$ cat src/rtl/mul_unit_pkg.sv
// Shared widths, op/state encodings and operand helpers for the iterative
// radix-4 Booth multiplier.
package mul_unit_pkg;

    localparam int WORD   = 32;
    localparam int EXT_W  = WORD + 2;
    localparam int DIGITS = EXT_W / 2;
    localparam int PP_W   = EXT_W + 1;
    localparam int ACC_W  = 2 * EXT_W;
    localparam int CNT_W  = $clog2(DIGITS + 1);

    typedef enum logic [1:0] {
        MUL_W   = 2'b00,
        MULH_W  = 2'b01,
        MULH_WU = 2'b10,
        MUL_RSV = 2'b11
    } mul_op_e;

    typedef enum logic [1:0] {
        MU_IDLE = 2'b00,
        MU_BUSY = 2'b01,
        MU_DONE = 2'b10
    } mu_state_e;

    // Two extra bits let both signed and unsigned 32-bit operands be held as
    // 34-bit two's complement, so one Booth datapath serves all three ops.
    function automatic logic [EXT_W-1:0] extend_operand(input logic [WORD-1:0] v,
                                                        input logic            is_signed);
        return {{(EXT_W - WORD){is_signed & v[WORD-1]}}, v};
    endfunction

    function automatic logic [WORD-1:0] select_half(input mul_op_e           op,
                                                    input logic [2*WORD-1:0] prod);
        return (op == MULH_W || op == MULH_WU) ? prod[2*WORD-1:WORD] : prod[WORD-1:0];
    endfunction

endpackage

$ cat src/rtl/booth_r4_pp.sv
// Radix-4 Booth partial-product selector: maps a multiplier triplet onto
// {0, +A, +2A, -2A, -A} of the 34-bit multiplicand.
module booth_r4_pp
    import mul_unit_pkg::*;
(
    input  logic [EXT_W-1:0] mcand_i,
    input  logic [2:0]       triplet_i,
    output logic [PP_W-1:0]  pp_o
);

    logic [PP_W-1:0] a_one;
    logic [PP_W-1:0] a_two;

    assign a_one = {mcand_i[EXT_W-1], mcand_i};
    assign a_two = {mcand_i, 1'b0};

    always_comb begin
        pp_o = '0;
        case (triplet_i)
            3'b001, 3'b010: pp_o = a_one;
            3'b011:         pp_o = a_two;
            3'b100:         pp_o = -a_two;
            3'b101, 3'b110: pp_o = -a_one;
            default:        pp_o = '0;
        endcase
    end

endmodule

$ cat src/rtl/mul_unit.sv
// Iterative radix-4 Booth multiplier for mul.w / mulh.w / mulh.wu with
// valid/ready handshakes on both sides and a synchronous flush.
module mul_unit
    import mul_unit_pkg::*;
(
    input  logic            clk,
    input  logic            rst,
    input  logic            flush,
    input  logic            in_valid,
    output logic            in_ready,
    input  logic [1:0]      MUL_op,
    input  logic [WORD-1:0] src_a,
    input  logic [WORD-1:0] src_b,
    output logic            out_valid,
    input  logic            out_ready,
    output logic [WORD-1:0] MUL_res
);

    mu_state_e        state_q,     state_d;
    mul_op_e          op_q,        op_d;
    logic [EXT_W-1:0] mcand_q,     mcand_d;
    logic [EXT_W:0]   mplier_q,    mplier_d;
    logic [ACC_W-1:0] acc_q,       acc_d;
    logic [CNT_W-1:0] count_q,     count_d;
    logic [WORD-1:0]  res_q,       res_d;
    logic             out_valid_q, out_valid_d;

    logic             accept;
    logic             last_digit;
    mul_op_e          op_in;
    logic             op_in_signed;
    logic [PP_W-1:0]  pp;
    logic [ACC_W-1:0] pp_weighted;
    logic [ACC_W-1:0] acc_sum;

    assign in_ready   = (state_q == MU_IDLE) | ((state_q == MU_DONE) & out_ready);
    assign accept     = in_valid & in_ready & ~flush;
    assign last_digit = (count_q == CNT_W'(DIGITS - 1));
    assign out_valid  = out_valid_q;
    assign MUL_res    = res_q;

    assign op_in        = (mul_op_e'(MUL_op) == MUL_RSV) ? MUL_W : mul_op_e'(MUL_op);
    assign op_in_signed = (op_in != MULH_WU);

    // The multiplier register carries b[-1]=0 in bit 0, so the low three bits
    // are always the current Booth triplet as it shifts right two per digit.
    booth_r4_pp u_pp (
        .mcand_i   (mcand_q),
        .triplet_i (mplier_q[2:0]),
        .pp_o      (pp)
    );

    assign pp_weighted = {{(ACC_W - PP_W){pp[PP_W-1]}}, pp} << {count_q, 1'b0};
    assign acc_sum     = acc_q + pp_weighted;

    always_comb begin
        state_d     = state_q;
        op_d        = op_q;
        mcand_d     = mcand_q;
        mplier_d    = mplier_q;
        acc_d       = acc_q;
        count_d     = count_q;
        res_d       = res_q;
        out_valid_d = out_valid_q;

        if (flush) begin
            state_d     = MU_IDLE;
            out_valid_d = 1'b0;
            count_d     = '0;
        end else begin
            case (state_q)
                MU_BUSY: begin
                    acc_d    = acc_sum;
                    mplier_d = {{2{mplier_q[EXT_W]}}, mplier_q[EXT_W:2]};
                    count_d  = count_q + CNT_W'(1);
                    if (last_digit) begin
                        state_d     = MU_DONE;
                        out_valid_d = 1'b1;
                        res_d       = select_half(op_q, acc_sum[2*WORD-1:0]);
                    end
                end
                MU_DONE: begin
                    if (out_ready && !in_valid) begin
                        state_d     = MU_IDLE;
                        out_valid_d = 1'b0;
                    end
                end
                MU_IDLE: state_d = MU_IDLE;
                default: state_d = MU_IDLE;
            endcase

            // Covers both a fresh start from IDLE and a back-to-back start from DONE.
            if (accept) begin
                state_d     = MU_BUSY;
                op_d        = op_in;
                mcand_d     = extend_operand(src_a, op_in_signed);
                mplier_d    = {extend_operand(src_b, op_in_signed), 1'b0};
                acc_d       = '0;
                count_d     = '0;
                out_valid_d = 1'b0;
            end
        end
    end

    always_ff @(posedge clk or negedge rst) begin
        if (!rst) begin
            state_q     <= MU_IDLE;
            op_q        <= MUL_W;
            mcand_q     <= '0;
            mplier_q    <= '0;
            acc_q       <= '0;
            count_q     <= '0;
            res_q       <= '0;
            out_valid_q <= 1'b0;
        end else begin
            state_q     <= state_d;
            op_q        <= op_d;
            mcand_q     <= mcand_d;
            mplier_q    <= mplier_d;
            acc_q       <= acc_d;
            count_q     <= count_d;
            res_q       <= res_d;
            out_valid_q <= out_valid_d;
        end
    end

endmodule

$ cat config.mk
export PLATFORM = sky130hd
export DESIGN_NAME = mul_unit
export DESIGN_NICKNAME = d
export VERILOG_FILES = /design/src/rtl/mul_unit_pkg.sv /design/src/rtl/booth_r4_pp.sv /design/src/rtl/mul_unit.sv
export SDC_FILE = /design/constraint.sdc
export NUM_CORES = 1
export LEC_CHECK = 0
export CORE_ASPECT_RATIO = 1.75
export CORE_MARGIN = 4
export CORE_UTILIZATION = 46
export CTS_BUF_LIST = sky130_fd_sc_hd__clkbuf_2 sky130_fd_sc_hd__clkbuf_4 sky130_fd_sc_hd__clkbuf_8
export DETAILED_ROUTE_END_ITERATION = 6
export HOLD_SLACK_MARGIN = 0.02
export PLACE_DENSITY = 0.76
export SYNTH_ARGS = -nofsm -noshare
export SYNTH_HDL_FRONTEND = slang
export SYNTH_HIERARCHICAL = 1
export SYNTH_SLANG_ARGS = --single-unit
$ cat constraint.sdc
create_clock -name clk -period 11.3 [get_ports clk]
set_input_delay 2.26 -clock clk [delete_from_list [all_inputs] [get_ports clk]]
set_output_delay 2.26 -clock clk [all_outputs]
set_load 0.02 [all_outputs]
==> results.json <==
{
  "port_buffers": 104,
  "synth_seq_area_share": 0.284,
  "holdPathStages": 2,
  "status": "completed",
  "arrival_ns": 7.69,
  "coreArea_mm2": 0.0329,
  "cts_buffer_depth": 2,
  "cts_tree": "done",
  "drc": 0,
  "synth_fa_ha_area_frac": 0.0577,
  "clkTransAtPathRegs_ns": 0.11,
  "drt_first_iter_violations": 1336,
  "relSlewSlack": 0.165,
  "hpwl_mm": 41.8,
  "cp_max_fo": 22,
  "ant_nets": 0,
  "cp-start-kind": "flip-flop",
  "power_density_mw_per_mm2": 168,
  "clk-insertion-delay-late_ns": 0.54,
  "grt_pass1_vias": 15277,
  "setup_viol_count_final": 0,
  "synthCells": 1992,
  "layout.nets": 2135,
  "hold_end": "MUL_res[2]",
  "synth_cell_type_count": 87,
  "synth_edf_count": 0,
  "htreeDepth": 4,
  "cts_setup_buffers": 0,
  "tightest_slew_ns": 1.25,
  "routabilityCongestion": 1.00,
  "cap_violations": 0,
  "syn_area_mm2": 0.0153,
  "die-area_mm2": 0.0364,
  "synth-xor-area-share": 0.0515,
  "track_usage": 0.292,
  "yosysWarnings": 6,
  "yosys.area_share.simple": 0.214,
  "grt-ovfl-total": 0,
  "dp_cells": 2380,
  "reg2reg_slack_ns": 4.07,
  "initial_core_util": 0.465,
  "ir_worst_vdd_v": 0.0000888,
  "fmax_mhz": 138,
  "synth_compound_area_frac": 0.282,
  "die_w_um": 146,
  "tns_ns": 0,
  "r2r_end": "MUL_res[24]",
  "maxSlewViolCount": 0,
  "rows": 88,
  "synth_nets": 2133,
  "leakage_nw": 7.29,
  "synth-seq-cells": 174,
  "wirelength_mm": 54.2,
  "viasPerCell": 6.41,
  "layout-drive-gt1-share": 0.0658,
  "synthMuxAreaShare": 0.0600,
  "vias": 15475,
  "cts_hold_buf": 0,
  "cp.required_ns": 11.77,
  "r2r_start": "mplier_q[1]",
  "hp-class": "reg -> reg",
  "fillers": 3229,
  "grt_max_degree": 68,
  "ios": 105,
  "die_h_um": 249,
  "area_growth_pct": 10.5,
  "rsz0062_at_grt": "false",
  "path_class": "reg -> reg",
  "dr.pass1.iters": 6,
  "cts_buffers": 17,
  "synthArstFlopShare": 1.00,
  "antenna_found_initial": 3,
  "grt_pass1_wl_mm": 84.2,
  "ys.flop_type": "dfrtp_1",
  "synth.avg_cell_area_um2": 7.69,
  "cts_sinks": 174,
  "cts_root_buf": "clkbuf_8",
  "hp-start": "MUL_res[2]",
  "dpl-instance-area_mm2": 0.0165,
  "fin_worst_skew_ns": 0.0214,
  "whs_ns": 0.492,
  "reg2regPathDepth": 22,
  "fin_cells": 2415,
  "cts_resized": 0,
  "fin_crit_ns": 7.23,
  "wire_per_inst_um": 22.4,
  "synth_top_family_by_area": "compound AO/OA/AOI/OAI gates",
  "fin_area_mm2": 0.0169,
  "hold_viol_final": 0,
  "finalCritPeriodShare": 0.640,
  "endpoint_kind": "flip-flop"
}
[area by class of cell]
| cell class | count | area (µm²) | share of cell area |
|---|---|---|---|
| Antenna cell | 3 | 7.51 | 0.000444 |
| Inverter | 44 | 165 | 0.00976 |
| Clock inverter | 14 | 165 | 0.00976 |
| Clock buffer | 18 | 248 | 0.0146 |
| Timing Repair Buffer | 130 | 1240 | 0.0731 |
| Tap cell | 405 | 507 | 0.0299 |
| Sequential cell | 174 | 4360 | 0.257 |
| Multi-Input combinational cell | 1627 | 10200 | 0.605 |
[critical path: stages, from the launching register on]
cell and delay [ns]:
dfrtp_1 0.82, nand2_1 0.40, nand2_1 0.76, a311o_1 0.21
o311ai_0 0.20, mux2_2 0.34, o21ai_0 0.52, nor2_1 0.08
a21oi_1 0.51, nand2_1 0.10, o21ai_0 0.20, nor2_1 0.15
ha_1 0.53, nand2_1 0.08, or3_1 0.44, nor2_1 0.14
and2_1 0.19, a21oi_4 0.10, o31ai_4 0.49, a21oi_2 0.21
a311oi_2 0.35, o22ai_1 0.16, a31oi_1 0.18
[layout by cell type (no fill, tap or decap), types with 11 or more instances in the layout]
| cell | n |
|---|---|
| a22oi_1 | 43 |
| o211ai_1 | 17 |
| xnor2_1 | 54 |
| nor3_1 | 35 |
| nand4_1 | 26 |
| and3_1 | 11 |
| nand2_1 | 320 |
| o221ai_1 | 14 |
| a31oi_1 | 14 |
| clkdlybuf4s50_1 | 103 |
| mux4_2 | 20 |
| nand2b_1 | 12 |
| o21a_1 | 14 |
| a211oi_1 | 19 |
| a21oi_1 | 183 |
| inv_1 | 42 |
| nor2_1 | 190 |
| nor4_1 | 19 |
| xor2_1 | 34 |
| a21o_1 | 22 |
| buf_4 | 26 |
| ha_1 | 69 |
| o21ai_0 | 187 |
| nand3_1 | 32 |
| nor2b_1 | 17 |
| dfrtp_1 | 173 |
| mux2i_1 | 39 |
| clkbuf_8 | 18 |
| o31ai_1 | 16 |
| and2_1 | 17 |
| o21bai_1 | 18 |
| a22o_1 | 35 |
[where the power goes]
group | total (mW) | internal [mW] | switching (mW)
combinational | 1.57 | 0.539 | 1.03
sequential | 0.803 | 0.706 | 0.0974
clock | 0.472 | 0.192 | 0.281
[stage by stage]
step	worst slack [ns]	power, mW	utilization
finish	4.07	2.84	0.514
global placement	4.30	2.33	0.501
detailed placement	4.21	2.34	0.501
CTS	4.19	2.82	0.514
floorplan	5.58	1.86	-
global route	3.70	3.01	0.514
[routing by layer]
metal	global-route usage	vias up	part of all wire
li1	-	7231	-
met1	0.304	7339	0.35
met2	0.535	676	0.52
met3	0.0365	229	0.048
met4	0.205	0	0.077
met5	0	-	0
[worst max path at each step]
stage | cells past startpoint | slack (ns) | startpoint | end
2_1_floorplan | 24 | 5.58 | mcand_q[5] | MUL_res[24]
3_3_place_gp | 21 | 4.30 | mcand_q[8] | MUL_res[18]
3_5_place_dp | 21 | 4.21 | mcand_q[8] | MUL_res[28]
4_1_cts | 21 | 4.19 | mcand_q[8] | MUL_res[28]
5_1_grt | 24 | 3.70 | mplier_q[2] | MUL_res[18]
6_report | 22 | 4.07 | mplier_q[1] | MUL_res[24]
[cells in the mapped netlist, types with 12 or more instances]
cell,instances,area share
o31ai_1,16,0.0078
xor2_1,35,0.020
o221ai_1,14,0.0080
ha_1,69,0.056
nand2_1,320,0.078
inv_1,42,0.010
dfrtp_1,174,0.28
nand4_1,26,0.011
nand3_1,32,0.010
o21ai_0,187,0.061
nor2b_1,19,0.0078
a21o_1,22,0.011
nor3_1,35,0.011
and2_1,18,0.0074
a22oi_1,43,0.021
a21oi_1,183,0.060
clkbuf_1,111,0.027
o21bai_1,19,0.0093
xnor2_1,55,0.031
nor2_1,190,0.047
o21a_1,14,0.0069
nor4_1,19,0.0078
a211oi_1,19,0.0093
buf_2,15,0.0049
o211ai_1,17,0.0083
mux2i_1,39,0.025
buf_1,15,0.0037
a22o_1,35,0.020
nand2b_1,12,0.0049
a31oi_1,14,0.0057
mux4_2,20,0.029
[state kept, by name, summed over array words and instances, names as in the netlist]
register / count
state_q: 2
count_q: 5
out_valid: 1
acc_q: 64
mcand_q: 33
op_q: 2
mplier_q: 35
MUL_res: 32
[cell families (layout without fill, tap and decap cells)]
kind of cell    Yosys count  count (layout)
compound gates          672             672
fa+ha+maj                70              70
buf+inv                 191             206
mux                      66              66
xor+xnor                 90              90
flops                   174             174
other cells               0               3
simple gates            729             729
(Power assumes the default switching activity.)
